File: src/rtl/rs_issue_select_pkg.sv
// Shared defaults for the reservation-station issue selector.
// The oldest-first issue policy is selected by defining RS_AGE_ORDER_EN at build time.
package rs_issue_select_pkg;

    localparam int RS_SIZE = 16;
    localparam int RS_BIT  = $clog2(RS_SIZE);

endpackage

File: src/rtl/rs_rr_pick.sv
// Rotate-priority encoder: first set bit of req scanning base, base+1, ... modulo NUM_ENTRY.
module rs_rr_pick #(
    parameter int NUM_ENTRY = 16,
    parameter int IDX_W     = $clog2(NUM_ENTRY)
) (
    input  logic [NUM_ENTRY-1:0] req,
    input  logic [IDX_W-1:0]     base,
    output logic                 found,
    output logic [IDX_W-1:0]     idx
);

    logic [IDX_W-1:0] pos;

    // Scanning offsets from high to low lets the smallest offset win; NUM_ENTRY is a power of two so the index wraps on its own.
    always_comb begin
        found = 1'b0;
        idx   = '0;
        pos   = '0;
        for (int k = NUM_ENTRY - 1; k >= 0; k--) begin
            pos = base + IDX_W'(k);
            if (req[pos]) begin
                found = 1'b1;
                idx   = pos;
            end
        end
    end

endmodule

File: src/rtl/rs_issue_select.sv
// Allocate/issue selector for a reservation station: lowest-free allocation, registered issue pick.
// Round-robin issue by default; oldest-first via an age matrix when RS_AGE_ORDER_EN is defined.
module rs_issue_select
    import rs_issue_select_pkg::*;
#(
    parameter int NUM_ENTRY = RS_SIZE,
    parameter int IDX_W     = $clog2(NUM_ENTRY),
    parameter int CNT_W     = $clog2(NUM_ENTRY + 1)
) (
    input  logic                 clk_in,
    input  logic                 rst_in,
    input  logic                 rdy_in,
    input  logic                 flush_in,
    input  logic [NUM_ENTRY-1:0] busy_in,
    input  logic [NUM_ENTRY-1:0] prepared_in,
    input  logic                 alloc_req_in,
    output logic                 alloc_ok_out,
    output logic [IDX_W-1:0]     alloc_idx_out,
    output logic                 iss_valid_out,
    output logic [IDX_W-1:0]     iss_idx_out,
    input  logic                 iss_ready_in,
    output logic [CNT_W-1:0]     free_cnt_out
);

    localparam logic [NUM_ENTRY-1:0] ONE = {{(NUM_ENTRY-1){1'b0}}, 1'b1};

    logic                 alloc_fire;
    logic [NUM_ENTRY-1:0] issued_mask;
    logic [NUM_ENTRY-1:0] cand;
    logic                 ld;
    logic                 found;
    logic [IDX_W-1:0]     pick;
    logic [IDX_W-1:0]     scan_base;
    logic [IDX_W-1:0]     scan_idx;
    logic [CNT_W-1:0]     free_cnt_next;

    always_comb begin
        alloc_ok_out  = 1'b0;
        alloc_idx_out = '0;
        for (int i = NUM_ENTRY - 1; i >= 0; i--) begin
            if (!busy_in[i]) begin
                alloc_ok_out  = 1'b1;
                alloc_idx_out = IDX_W'(i);
            end
        end
    end

    always_comb begin
        free_cnt_next = '0;
        for (int i = 0; i < NUM_ENTRY; i++) begin
            free_cnt_next = free_cnt_next + {{(CNT_W-1){1'b0}}, ~busy_in[i]};
        end
    end

    assign alloc_fire = alloc_req_in & alloc_ok_out & rdy_in & ~flush_in;

    // The slot held in the issue register stays busy one more cycle after acceptance, so keep it out of the pick.
    assign issued_mask = iss_valid_out ? (ONE << iss_idx_out) : '0;
    assign cand        = busy_in & prepared_in & ~issued_mask;
    assign ld          = rdy_in & (~iss_valid_out | iss_ready_in);

    rs_rr_pick #(
        .NUM_ENTRY(NUM_ENTRY),
        .IDX_W    (IDX_W)
    ) u_rr_pick (
        .req  (cand),
        .base (scan_base),
        .found(found),
        .idx  (scan_idx)
    );

`ifdef RS_AGE_ORDER_EN
    logic [NUM_ENTRY-1:0] age [NUM_ENTRY];
    logic                 age_found;
    logic [IDX_W-1:0]     age_pick;

    // Slot k becomes the youngest on allocation: it is older than nobody, everyone else is older than it.
    always_ff @(posedge clk_in or negedge rst_in) begin
        if (!rst_in) begin
            for (int i = 0; i < NUM_ENTRY; i++) age[i] <= '0;
        end else if (rdy_in) begin
            if (flush_in) begin
                for (int i = 0; i < NUM_ENTRY; i++) age[i] <= '0;
            end else if (alloc_fire) begin
                for (int i = 0; i < NUM_ENTRY; i++) begin
                    for (int j = 0; j < NUM_ENTRY; j++) begin
                        if (IDX_W'(i) == alloc_idx_out) begin
                            age[i][j] <= 1'b0;
                        end else if (IDX_W'(j) == alloc_idx_out) begin
                            age[i][j] <= 1'b1;
                        end
                    end
                end
            end
        end
    end

    always_comb begin
        age_found = 1'b0;
        age_pick  = '0;
        for (int c = NUM_ENTRY - 1; c >= 0; c--) begin
            if (cand[c] && (&(age[c] | ~cand | (ONE << c)))) begin
                age_found = 1'b1;
                age_pick  = IDX_W'(c);
            end
        end
    end

    // Slots that were never allocated through this block carry no age; fall back to lowest index.
    assign scan_base = '0;
    assign pick      = age_found ? age_pick : scan_idx;
`else
    logic [IDX_W-1:0] rr_ptr;
    logic             unused_alloc_fire;

    assign unused_alloc_fire = alloc_fire;
    assign scan_base         = rr_ptr;
    assign pick              = scan_idx;

    always_ff @(posedge clk_in or negedge rst_in) begin
        if (!rst_in) begin
            rr_ptr <= '0;
        end else if (rdy_in) begin
            if (flush_in) begin
                rr_ptr <= '0;
            end else if (ld && found) begin
                rr_ptr <= pick + 1'b1;
            end
        end
    end
`endif

    always_ff @(posedge clk_in or negedge rst_in) begin
        if (!rst_in) begin
            iss_valid_out <= 1'b0;
            iss_idx_out   <= '0;
            free_cnt_out  <= CNT_W'(NUM_ENTRY);
        end else if (rdy_in) begin
            free_cnt_out <= free_cnt_next;
            if (flush_in) begin
                iss_valid_out <= 1'b0;
            end else if (ld) begin
                iss_valid_out <= found;
                if (found) iss_idx_out <= pick;
            end
        end
    end

endmodule

File: config.mk
export PLATFORM = sky130hd
export DESIGN_NAME = rs_issue_select
export DESIGN_NICKNAME = d
export VERILOG_FILES = /design/src/rtl/rs_issue_select_pkg.sv /design/src/rtl/rs_rr_pick.sv /design/src/rtl/rs_issue_select.sv
export SDC_FILE = /design/constraint.sdc
export NUM_CORES = 1
export LEC_CHECK = 0
export BUFFER_PORTS_ARGS = -buffer_cell sky130_fd_sc_hd__buf_2
export CAP_MARGIN = 20
export CELL_PAD_IN_SITES_DETAIL_PLACEMENT = 0
export CELL_PAD_IN_SITES_GLOBAL_PLACEMENT = 1
export CORE_MARGIN = 10
export CORE_UTILIZATION = 44
export CTS_BUF_LIST = sky130_fd_sc_hd__clkbuf_16
export DETAILED_ROUTE_END_ITERATION = 7
export GPL_TIMING_DRIVEN = 0
export PLACE_DENSITY = 0.87
export SYNTH_ARGS = -nofsm -noshare
export SYNTH_HDL_FRONTEND = slang
export SYNTH_SLANG_ARGS = --single-unit
File: constraint.sdc
create_clock -name clk_in -period 5.4 [get_ports clk_in]
set_input_delay 0.27 -clock clk_in [delete_from_list [all_inputs] [get_ports clk_in]]
set_output_delay 0.27 -clock clk_in [all_outputs]
set_load 0.05 [all_outputs]
==> results of run 1 <==
[cell usage in the layout, fill, tap and decap left out, types with 6 or more instances in the layout]
master	n
a211oi_1	18
a21o_1	9
a21oi_1	36
a31oi_1	8
buf_2	56
dfrtp_1	13
fa_1	10
ha_1	13
inv_1	33
mux2_2	14
mux2i_1	12
mux4_1	6
mux4_2	11
nand2_1	60
nand4_1	6
nor2_1	26
nor3_1	15
nor4_1	9
o21ai_0	14
xnor2_1	13
[through the flow]
step,hold slack [ns],util (%),instances
after CTS,0.2997,51.79,600
final,0.3012,51.87,600
after detailed placement,0.1834,50.65,595
after global placement,0.1745,50.65,595
after floorplan,-0.02559,-,443
after global routing,0.3100,51.87,600
[per-layer routing]
metal / vias up / share of wire, % / GRT usage, %
li1: 1788 / - / -
met2: 194 / 45 / 30.05
met5: - / 0 / 0
met1: 1808 / 43 / 22.93
met4: 0 / 2.3 / 5.181
met3: 22 / 9.2 / 3.512
[worst max-delay path by stage]
stage                                      from               endpoint  slack [ns]  cells after the start
after floorplan           rr_ptr[0]$_DFFE_PN0P_  rr_ptr[1]$_DFFE_PN0P_        1.37                     16
after global placement    rr_ptr[0]$_DFFE_PN0P_  rr_ptr[1]$_DFFE_PN0P_        0.43                     15
after detailed placement  rr_ptr[0]$_DFFE_PN0P_  rr_ptr[1]$_DFFE_PN0P_        0.39                     15
after CTS                 rr_ptr[0]$_DFFE_PN0P_  rr_ptr[1]$_DFFE_PN0P_        0.37                     15
after global routing      rr_ptr[0]$_DFFE_PN0P_  rr_ptr[1]$_DFFE_PN0P_       0.006                     15
final                     rr_ptr[0]$_DFFE_PN0P_  rr_ptr[1]$_DFFE_PN0P_        0.32                     15
[logic make-up after synthesis]
| family | count (synthesis) | share of synthesized area (%) |
|---|---|---|
| xor gates and xnor gates | 16 | 3.896 |
| buffers and inverters | 55 | 7.026 |
| adders and majority gates | 23 | 10.09 |
| muxes | 48 | 21.22 |
| AOI/OAI and AO/OA | 127 | 25.53 |
| DFF | 14 | 9.774 |
| and+or+nand+nor | 160 | 22.47 |
[sequential cells by signal, summed over array words and instances (netlist names)]
| register | count |
|---|---|
| iss_idx_out | 4 |
| iss_valid_out | 1 |
| rr_ptr | 4 |
| free_cnt_out | 5 |
[final cells by class]
| class | instances | area share, % |
|---|---|---|
| plain buffers | 19 | 2.890 |
| clock buffers | 3 | 1.844 |
| clock inverters | 1 | 0.09222 |
| inverters | 36 | 3.320 |
| multi-input cells | 374 | 73.69 |
| flip-flops and latches | 14 | 8.638 |
| well taps | 102 | 3.136 |
| repair buffers | 51 | 6.394 |
[cell usage after synthesis, types with 4 or more instances]
cell | n | share of area (%)
a211oi_1 | 18 | 3.8
a21oi_1 | 36 | 5.0
nand2b_1 | 4 | 0.70
nor2_1 | 26 | 2.7
mux2_2 | 14 | 4.4
mux4_2 | 11 | 6.9
o21ai_0 | 14 | 1.9
nand3_1 | 4 | 0.56
dfrtp_1 | 13 | 9.0
nor4_1 | 10 | 1.7
clkbuf_1 | 5 | 0.52
a31oi_1 | 8 | 1.4
nand4_1 | 6 | 1.0
a21o_1 | 9 | 1.9
or2_2 | 4 | 0.70
xnor2_1 | 13 | 3.2
mux2i_1 | 12 | 3.3
nor3_1 | 15 | 2.1
ha_1 | 13 | 4.5
o2111ai_1 | 4 | 0.97
mux4_1 | 6 | 4.4
o211ai_1 | 5 | 1.0
nand2_1 | 60 | 6.3
fa_1 | 10 | 5.6
inv_1 | 33 | 3.4
or3_1 | 5 | 0.87
buf_2 | 6 | 0.83
and2_1 | 5 | 0.87
[repair_timing]
item	in CTS	in global routing
hold buffers	1	0
setup endpoints to repair	0	1
gates resized for setup	0	1
hold endpoints to repair	13	0
==> metrics, run 1 <==
area delta synth->final 13.15%; vias in the first global route roughly 3800; Max Buffers Root-to-Sink 2; Routed Antenna Nets 0; Clock transition at path regs 0.05 ns; worst path required time 5.52 ns; initial antenna violation count 0; Starting DRT DRC Count 325; total negative slack 0 ns; hold path depth 2; Post-Syn Area per Cell a little over 8 µm²; Num CTS Buffers 3; die area about 12000 µm²; r2r endpoint rr_ptr[1]$_DFFE_PN0P_; register area roughly 350 µm²; fraction of layout cells with a size suffix above 1 between 20% and 30%; Post-synth EDFFs 0; Die Span X 110.4 µm; Fillers ~810; area of the multi-input gates ~3000 µm²; worst hold endpoint free_cnt_out[4]$_DFFE_PN1P_; # port buffers 50; residual DRC count 0; Hold WC Path Type primary input to flop; worst path bufs/invs 5; Root Driver clkbuf_16; crit-path max cell delay 0.73 ns; setup bufs post-CTS 0; Critical Path Slowest Stage Cell a2111oi_1; Total Routing Usage GR 18.04%; Hold Fails Final Rpt 0; initial cell density of the core 45.84%; crit path launch type flop; Syn Nets between 500 and 600; top_reg_cell synth dfrtp_1; core area a little under 8000 µm²; max cap viols 0; cell count after synthesis 443; CTS sink count 14; Final WS setup 0.3207 ns; Post-Syn Area 3597 µm²; Die H around 110 µm; diode count 0; Final nets 560; first drt pass iteration count 6; crit path time final slightly above 5 ns; Distinct cells, synth 77; final setup fails 0; maximum number of pins on one net before global-route repair 15; standard-cell row count 32; CP cell instances buf_4, inv_1, buf_2, clkbuf_1, ha_1, clkbuf_1, nor4_1, a2111oi_1, or2_1, a211o_1, o211ai_1, a2111oi_0, a2bb2oi_2, ha_1, a22o_1; GRT overflow 0; clk_lat worst skew 0.24 ns; H-Tree Depth 1; worst-path maximum fanout 10; Design Area, Final 4070 µm²; family with the most delay on the worst path compound AO/OA/AOI/OAI gates; worst r2r src rr_ptr[0]$_DFFE_PN0P_; Via density roughly 6.4; num ports 53; drt total wl 11820 µm; Setup crit end kind flop; number of synthesized register bits 14; DPL Wire Length 9718 µm; first-pass GRT wire length 19010 µm; Vias 3812; status complete, no violations; Arr. time, crit path 5.20 ns; area post-placement slightly below 4000 µm²; Setup CP Type flop to flop; r2r setup slk roughly 0.32 ns; Worst Skew around 0.0033 ns; Slew @ Worst Pin 0.8012 ns; RSZ-0062 raised after global routing no; post-synthesis sequential area ratio 9.774%; part of the cycle the worst path needs 94.06%; RePlAce Congestion 0.9905; Yosys warning count 0; maximum clock rate just under 200 MHz; Slew Limit Headroom 46.20%; hold path start rdy_in; TritonCTS clock tree yes; wire per inst 19.69 µm; Slew Limit Fails 0; Post-synth ARST share 100.0%; pre-CTS setup slack 0.3893 ns; R2R depth 15
Power of run 1 is not shown: default switching activity piles up to over one toggle a cycle in this logic, so the estimate is an artifact.
==> run 2: changes to the inputs <==
Clock period 5.4 ns to 4.72 ns, I/O delays scaled along.
==> run 2 against run 1 <==
Effect of this change: critical path depth stayed put; first-iteration DRC count grew 6.5%; clock skew about the same; core utilization grew 0.62 points; sequential cell count is the same; worst hold slack got worse by 0.034 ns; cell count unchanged; critical path type unchanged.
==> metrics, run 2 (synthesized netlist as in run 1, its figures left out) <==
status complete, no violations; TritonCTS clock tree yes; Setup crit end kind flop; standard-cell row count 32 (unchanged); Critical Path Slowest Stage Cell a2111oi_4; Root Driver clkbuf_16; RePlAce Congestion 0.9905 (unchanged); most common cell after layout, fill and taps aside nand2_1; Vias 3779 (-0.87%); residual DRC count 0 (unchanged); clk_lat worst skew 0.24 ns (about the same); GRT overflow 0 (unchanged); most frequent cells in the layout nand2_1, buf_2, a21oi_1; setup bufs post-CTS 0 (unchanged); max reg flops 5 (unchanged); worst r2r src rr_ptr[0]$_DFFE_PN0P_; Hold Fails Final Rpt 0 (unchanged); final setup fails 0 (unchanged); Total Routing Usage GR 18.04% (about the same); first-pass GRT wire length 19020 µm (about the same); Slew @ Worst Pin 0.9838 ns (+0.1827 ns); hold path depth 2 (unchanged); crit path launch type flop; worst path required time 4.84 ns (-0.68 ns); maximum number of pins on one net before global-route repair 15 (unchanged); first drt pass iteration count 5 (-1); vias in the first global route 3824 (+0.21%); part of the cycle the worst path needs 96.21% (+2.1 points); CP cell instances buf_4, inv_1, buf_2, clkbuf_4, ha_1, inv_2, mux4_2, a2111oi_4, nor2_1, and4_1, a2111o_1, a311oi_2, o221ai_2, ha_1, a22o_1; Arr. time, crit path 4.66 ns (-0.54 ns); core area 7848 µm² (unchanged); final non-filler cell total 600 (unchanged); Setup CP Type flop to flop; initial antenna violation count 0 (unchanged); worst hold endpoint free_cnt_out[4]$_DFFE_PN1P_; H-Tree Depth 1 (unchanged); crit path time final 4.541 ns (-0.5384 ns); Slew Limit Headroom 33.94% (-12 points); area delta synth->final 14.50%; die area 12190 µm² (unchanged); Starting DRT DRC Count 346 (+6.5%); Final nets 560 (unchanged); wire per inst 19.82 µm (+0.64%); registers with the most flip-flops free_cnt_out (5), iss_idx_out (4), rr_ptr (4); Top reg by flops free_cnt_out; Num CTS Buffers 3 (unchanged); Hold WC Path Type primary input to flop; # port buffers 50 (unchanged); Max Buffers Root-to-Sink 2 (unchanged); R2R depth 15 (unchanged); drt total wl 11890 µm (+0.64%); Die H 110.4 µm (unchanged); CTS sink count 14 (unchanged); worst-path maximum fanout 10 (unchanged); Routed Antenna Nets 0 (unchanged); fraction of layout cells with a size suffix above 1 25.70% (+1.4 points); hold path start rdy_in; crit-path max cell delay 0.45 ns (-0.28 ns); Placed Instances 595 (unchanged); Fillers 804 (-0.86%); r2r setup slk 0.18 ns (-0.14 ns); max cap viols 0 (unchanged); maximum clock rate 220.2 MHz (+12%); DPL Wire Length 9718 µm (unchanged); num ports 53 (unchanged); Slew Limit Fails 0 (unchanged); r2r endpoint rr_ptr[1]$_DFFE_PN0P_; CP most frequent cell ha_1; Via density 6.298 (-0.87%); initial cell density of the core 45.84% (unchanged); Clock transition at path regs 0.05 ns (about the same); Worst Skew 0.002979 ns (-0.0003598 ns); Die Span X 110.4 µm (unchanged); diode count 0 (unchanged)
## run 2: cell count changes in the layout (fill, tap and decap cells not counted), sizes merged
cell | previous run | this run
buf | 62 | 63
clkbuf | 10 | 9
## run 2: what timing repair did
action | 4_1_cts | 5_1_grt
gates resized for setup | 5 | 10
hold buffers | 1 | 0
hold endpoints to repair | 13 | 0
setup endpoints to repair | 8 | 8
## run 2: how the worst max path moves through the flow
stage                                     start               endpoint  slack [ns]  depth (start not counted)
final                     rr_ptr[0]$_DFFE_PN0P_  rr_ptr[1]$_DFFE_PN0P_        0.18                         15
after global routing      rr_ptr[0]$_DFFE_PN0P_  rr_ptr[1]$_DFFE_PN0P_       -0.01                         17
after CTS                 rr_ptr[0]$_DFFE_PN0P_  rr_ptr[1]$_DFFE_PN0P_        0.01                         16
after detailed placement  rr_ptr[0]$_DFFE_PN0P_  rr_ptr[1]$_DFFE_PN0P_       -0.29                         15
after global placement    rr_ptr[0]$_DFFE_PN0P_  rr_ptr[1]$_DFFE_PN0P_       -0.25                         15
after floorplan           rr_ptr[0]$_DFFE_PN0P_  rr_ptr[1]$_DFFE_PN0P_        0.69                         16
## run 2: final cells by class
type                            instances  area [µm²]  area share [%]
Clock buffer                            3       75.07           1.823
Multi-Input combinational cell        374        3042           73.85
Sequential cell                        14       351.6           8.536
Inverter                               36       135.1           3.281
Timing Repair Buffer                   51       260.3           6.318
Buffer                                 19       123.9           3.007
Clock inverter                          1       3.754         0.09113
Tap cell                              102       127.6           3.098
## run 2: routing by layer
layer	track usage [%]	up-vias	share of wire [%]
met2	29.81	166	45
met5	0	-	0
li1	-	1786	-
met1	22.84	1801	45
met4	5.786	0	2.6
met3	3.620	26	7.6
## run 2: worst max-delay path, delay by kind of cell, from the launching register on
family | cells | cell delay (ns)
AO/OA/AOI/OAI | 5 | 1.55
buffers and inverters | 5 | 1.04
multiplexers | 1 | 0.41
AND/OR/NAND/NOR | 2 | 0.39
flip-flops | 1 | 0.38
adder cells (fa/ha/maj) | 2 | 0.64
## run 2: per-stage QoR
stage	setup slack (ns)	hold WS [ns]	setup TNS [ns]	utilization, %	instance area [µm²]
2_1_floorplan	0.6905	-0.05959	0	-	3597
3_5_place_dp	-0.2907	0.1494	-0.9259	50.65	3975
3_3_place_gp	-0.2494	0.1405	-0.6465	50.65	3975
5_1_grt	-0.01410	0.2760	-0.01410	52.49	4119
4_1_cts	0.01192	0.2657	0	52.01	4081
6_report	0.1791	0.2669	0	52.49	4119
Power of run 2 is left out for the same reason.
==> run 3: changes to the inputs <==
Settings changed: CORE_MARGIN 10 to 3.
==> run 3 against run 2 <==
Effect of this change: first-iteration DRC count decreased by 2.0%; sequential cell count did not move; final area grew 0.24%; maximum frequency is 1.7% higher; clock-buffer cell count unchanged; sequential share of layout area is essentially flat; non-clock buffer count rose by 1; via count up 3.1%; critical endpoint unchanged; largest cell class unchanged; highest routed layer unchanged.
==> metrics, run 3 (synthesized netlist as in run 1, its figures left out) <==
status complete, no violations; num ports 53 (unchanged); area delta synth->final 14.78%; maximum clock rate 223.9 MHz (+1.7%); Arr. time, crit path 4.60 ns (-0.06 ns); core area 7848 µm² (unchanged); worst path required time 4.85 ns (about the same); Starting DRT DRC Count 339 (-2.0%); crit path time final 4.466 ns (-0.07474 ns); residual DRC count 0 (unchanged); fraction of layout cells with a size suffix above 1 26.05% (+0.35 points); most common cell after layout, fill and taps aside nand2_1; diode count 0 (unchanged); Die H 96.42 µm (-13%); hold path depth 2 (unchanged); Setup crit end kind flop; hold slack 0.2630 ns (-0.003956 ns); max reg flops 5 (unchanged); Clock transition at path regs 0.05 ns (about the same); initial antenna violation count 0 (unchanged); CTS sink count 14 (unchanged); part of the cycle the worst path needs 94.62% (-1.6 points); die area 9297 µm² (-24%); Num CTS Buffers 3 (unchanged); Total Routing Usage GR 25.16% (+7.1 points); met2 routed WL 5201 µm (-3.2%); standard-cell row count 32 (unchanged); Worst Skew 0.006241 ns (+0.003262 ns); first-pass GRT wire length 18320 µm (-3.7%); final non-filler cell total 601 (+0.17%); TritonCTS clock tree yes; # port buffers 50 (unchanged); final setup fails 0 (unchanged); wire per inst 19.13 µm (-3.4%); r2r endpoint rr_ptr[1]$_DFFE_PN0P_; max cap viols 0 (unchanged); Via density 6.483 (+2.9%); Slew Limit Headroom 38.62% (+4.7 points); Vias 3896 (+3.1%); RePlAce Congestion 1.014 (+2.4%); crit path launch type flop; Routed Antenna Nets 0 (unchanged); Setup CP Type flop to flop; drt total wl 11500 µm (-3.3%); Hold WC Path Type primary input to flop; DPL Wire Length 9224 µm (-5.1%); Final nets 561 (+0.18%); Max Buffers Root-to-Sink 2 (unchanged); r2r setup slk 0.25 ns (+0.07 ns); Top reg by flops free_cnt_out; initial cell density of the core 45.84% (unchanged); Slew Limit Fails 0 (unchanged); clk_lat worst skew 0.24 ns (about the same); Met1 Wirelength 4935 µm (-6.9%); hold path start rdy_in; worst hold endpoint free_cnt_out[4]$_DFFE_PN1P_; maximum number of pins on one net before global-route repair 15 (unchanged); H-Tree Depth 1 (unchanged); GRT overflow 0 (unchanged); worst r2r src rr_ptr[0]$_DFFE_PN0P_; registers with the most flip-flops free_cnt_out (5), iss_idx_out (4), rr_ptr (4); most frequent cells in the layout nand2_1, buf_2, a21oi_1; RSZ-0062 raised after global routing no; vias in the first global route 3680 (-3.8%); Placed Instances 595 (unchanged); max layer used met4; first drt pass iteration count 5 (unchanged); WL met3 942 µm (+3.9%); Hold Fails Final Rpt 0 (unchanged); R2R depth 16 (+1); Fillers 774 (-3.7%); Die Span X 96.42 µm (-13%); worst-path maximum fanout 10 (unchanged); Root Driver clkbuf_16; Slew @ Worst Pin 0.9142 ns (-0.06965 ns)
==> run 3: cell types whose count changed in the layout (fill, tap and decap cells not counted) <==
cell	delta
mux2i_2	+1
mux2i_4	-1
clkbuf_4	+1
inv_4	+1
nor4_1	-1
buf_4	+1
inv_2	-1
clkbuf_2	-1
clkinv_1	-1
nor4_2	+1
inv_1	+1
==> run 3: repair_timing <==
item                                    CTS  global route
gates resized for setup                   5            12
buffers inserted                          0             1
hold buffers                              1             0
pin swaps                                 0             1
endpoints found under the setup margin    3             4
endpoints found under the hold margin    13             0
==> run 3: routing by layer <==
| metal | global-route usage, % | up-vias |
|---|---|---|
| met5 | 0 | - |
| met4 | 10.05 | 0 |
| met3 | 2.789 | 34 |
| met2 | 40.14 | 241 |
| met1 | 34.85 | 1823 |
| li1 | - | 1798 |
==> run 3: how the worst max path moves through the flow <==
stage	cells after the start	to	start	slack (ns)
after floorplan	16	rr_ptr[1]$_DFFE_PN0P_	rr_ptr[0]$_DFFE_PN0P_	0.69
after global placement	15	rr_ptr[1]$_DFFE_PN0P_	rr_ptr[0]$_DFFE_PN0P_	-0.19
after detailed placement	16	rr_ptr[1]$_DFFE_PN0P_	rr_ptr[0]$_DFFE_PN0P_	-0.24
after CTS	15	rr_ptr[1]$_DFFE_PN0P_	rr_ptr[0]$_DFFE_PN0P_	0.07
after global routing	17	rr_ptr[1]$_DFFE_PN0P_	rr_ptr[0]$_DFFE_PN0P_	0.009
final	16	rr_ptr[1]$_DFFE_PN0P_	rr_ptr[0]$_DFFE_PN0P_	0.25
==> run 3: stage by stage <==
stage | cell area, µm² | worst slack (ns) | util [%] | TNS [ns]
2_1_floorplan | 3597 | 0.6905 | - | 0
3_3_place_gp | 3975 | -0.1882 | 50.65 | -0.4127
3_5_place_dp | 3975 | -0.2422 | 50.65 | -0.5697
4_1_cts | 4078 | 0.06657 | 51.96 | 0
5_1_grt | 4129 | 0.008694 | 52.61 | 0
6_report | 4129 | 0.2538 | 52.61 | 0
==> run 3: layout make-up <==
cell class | instances | area, µm² | area share [%]
clock inverters | 1 | 3.754 | 0.09091
inverters | 36 | 137.6 | 3.333
well taps | 102 | 127.6 | 3.091
plain buffers | 19 | 126.4 | 3.061
multi-input cells | 374 | 3039 | 73.61
clock buffers | 3 | 75.07 | 1.818
repair buffers | 52 | 267.8 | 6.485
flip-flops and latches | 14 | 351.6 | 8.515
==> run 3: worst max-delay path: stages, from the launching register on <==
cell and delay [ns]:
dfrtp_1 0.34, buf_4 0.19, inv_1 0.08, buf_2 0.19, clkbuf_4 0.22, ha_1 0.47
buf_2 0.34, nand2_1 0.15, nor3_1 0.25, nor4_2 0.11, nand2_1 0.17, nand2_1 0.21
or4_1 0.55, a311oi_2 0.37, o221ai_2 0.21, ha_1 0.30, a22o_1 0.20
Power of run 3 is left out for the same reason.
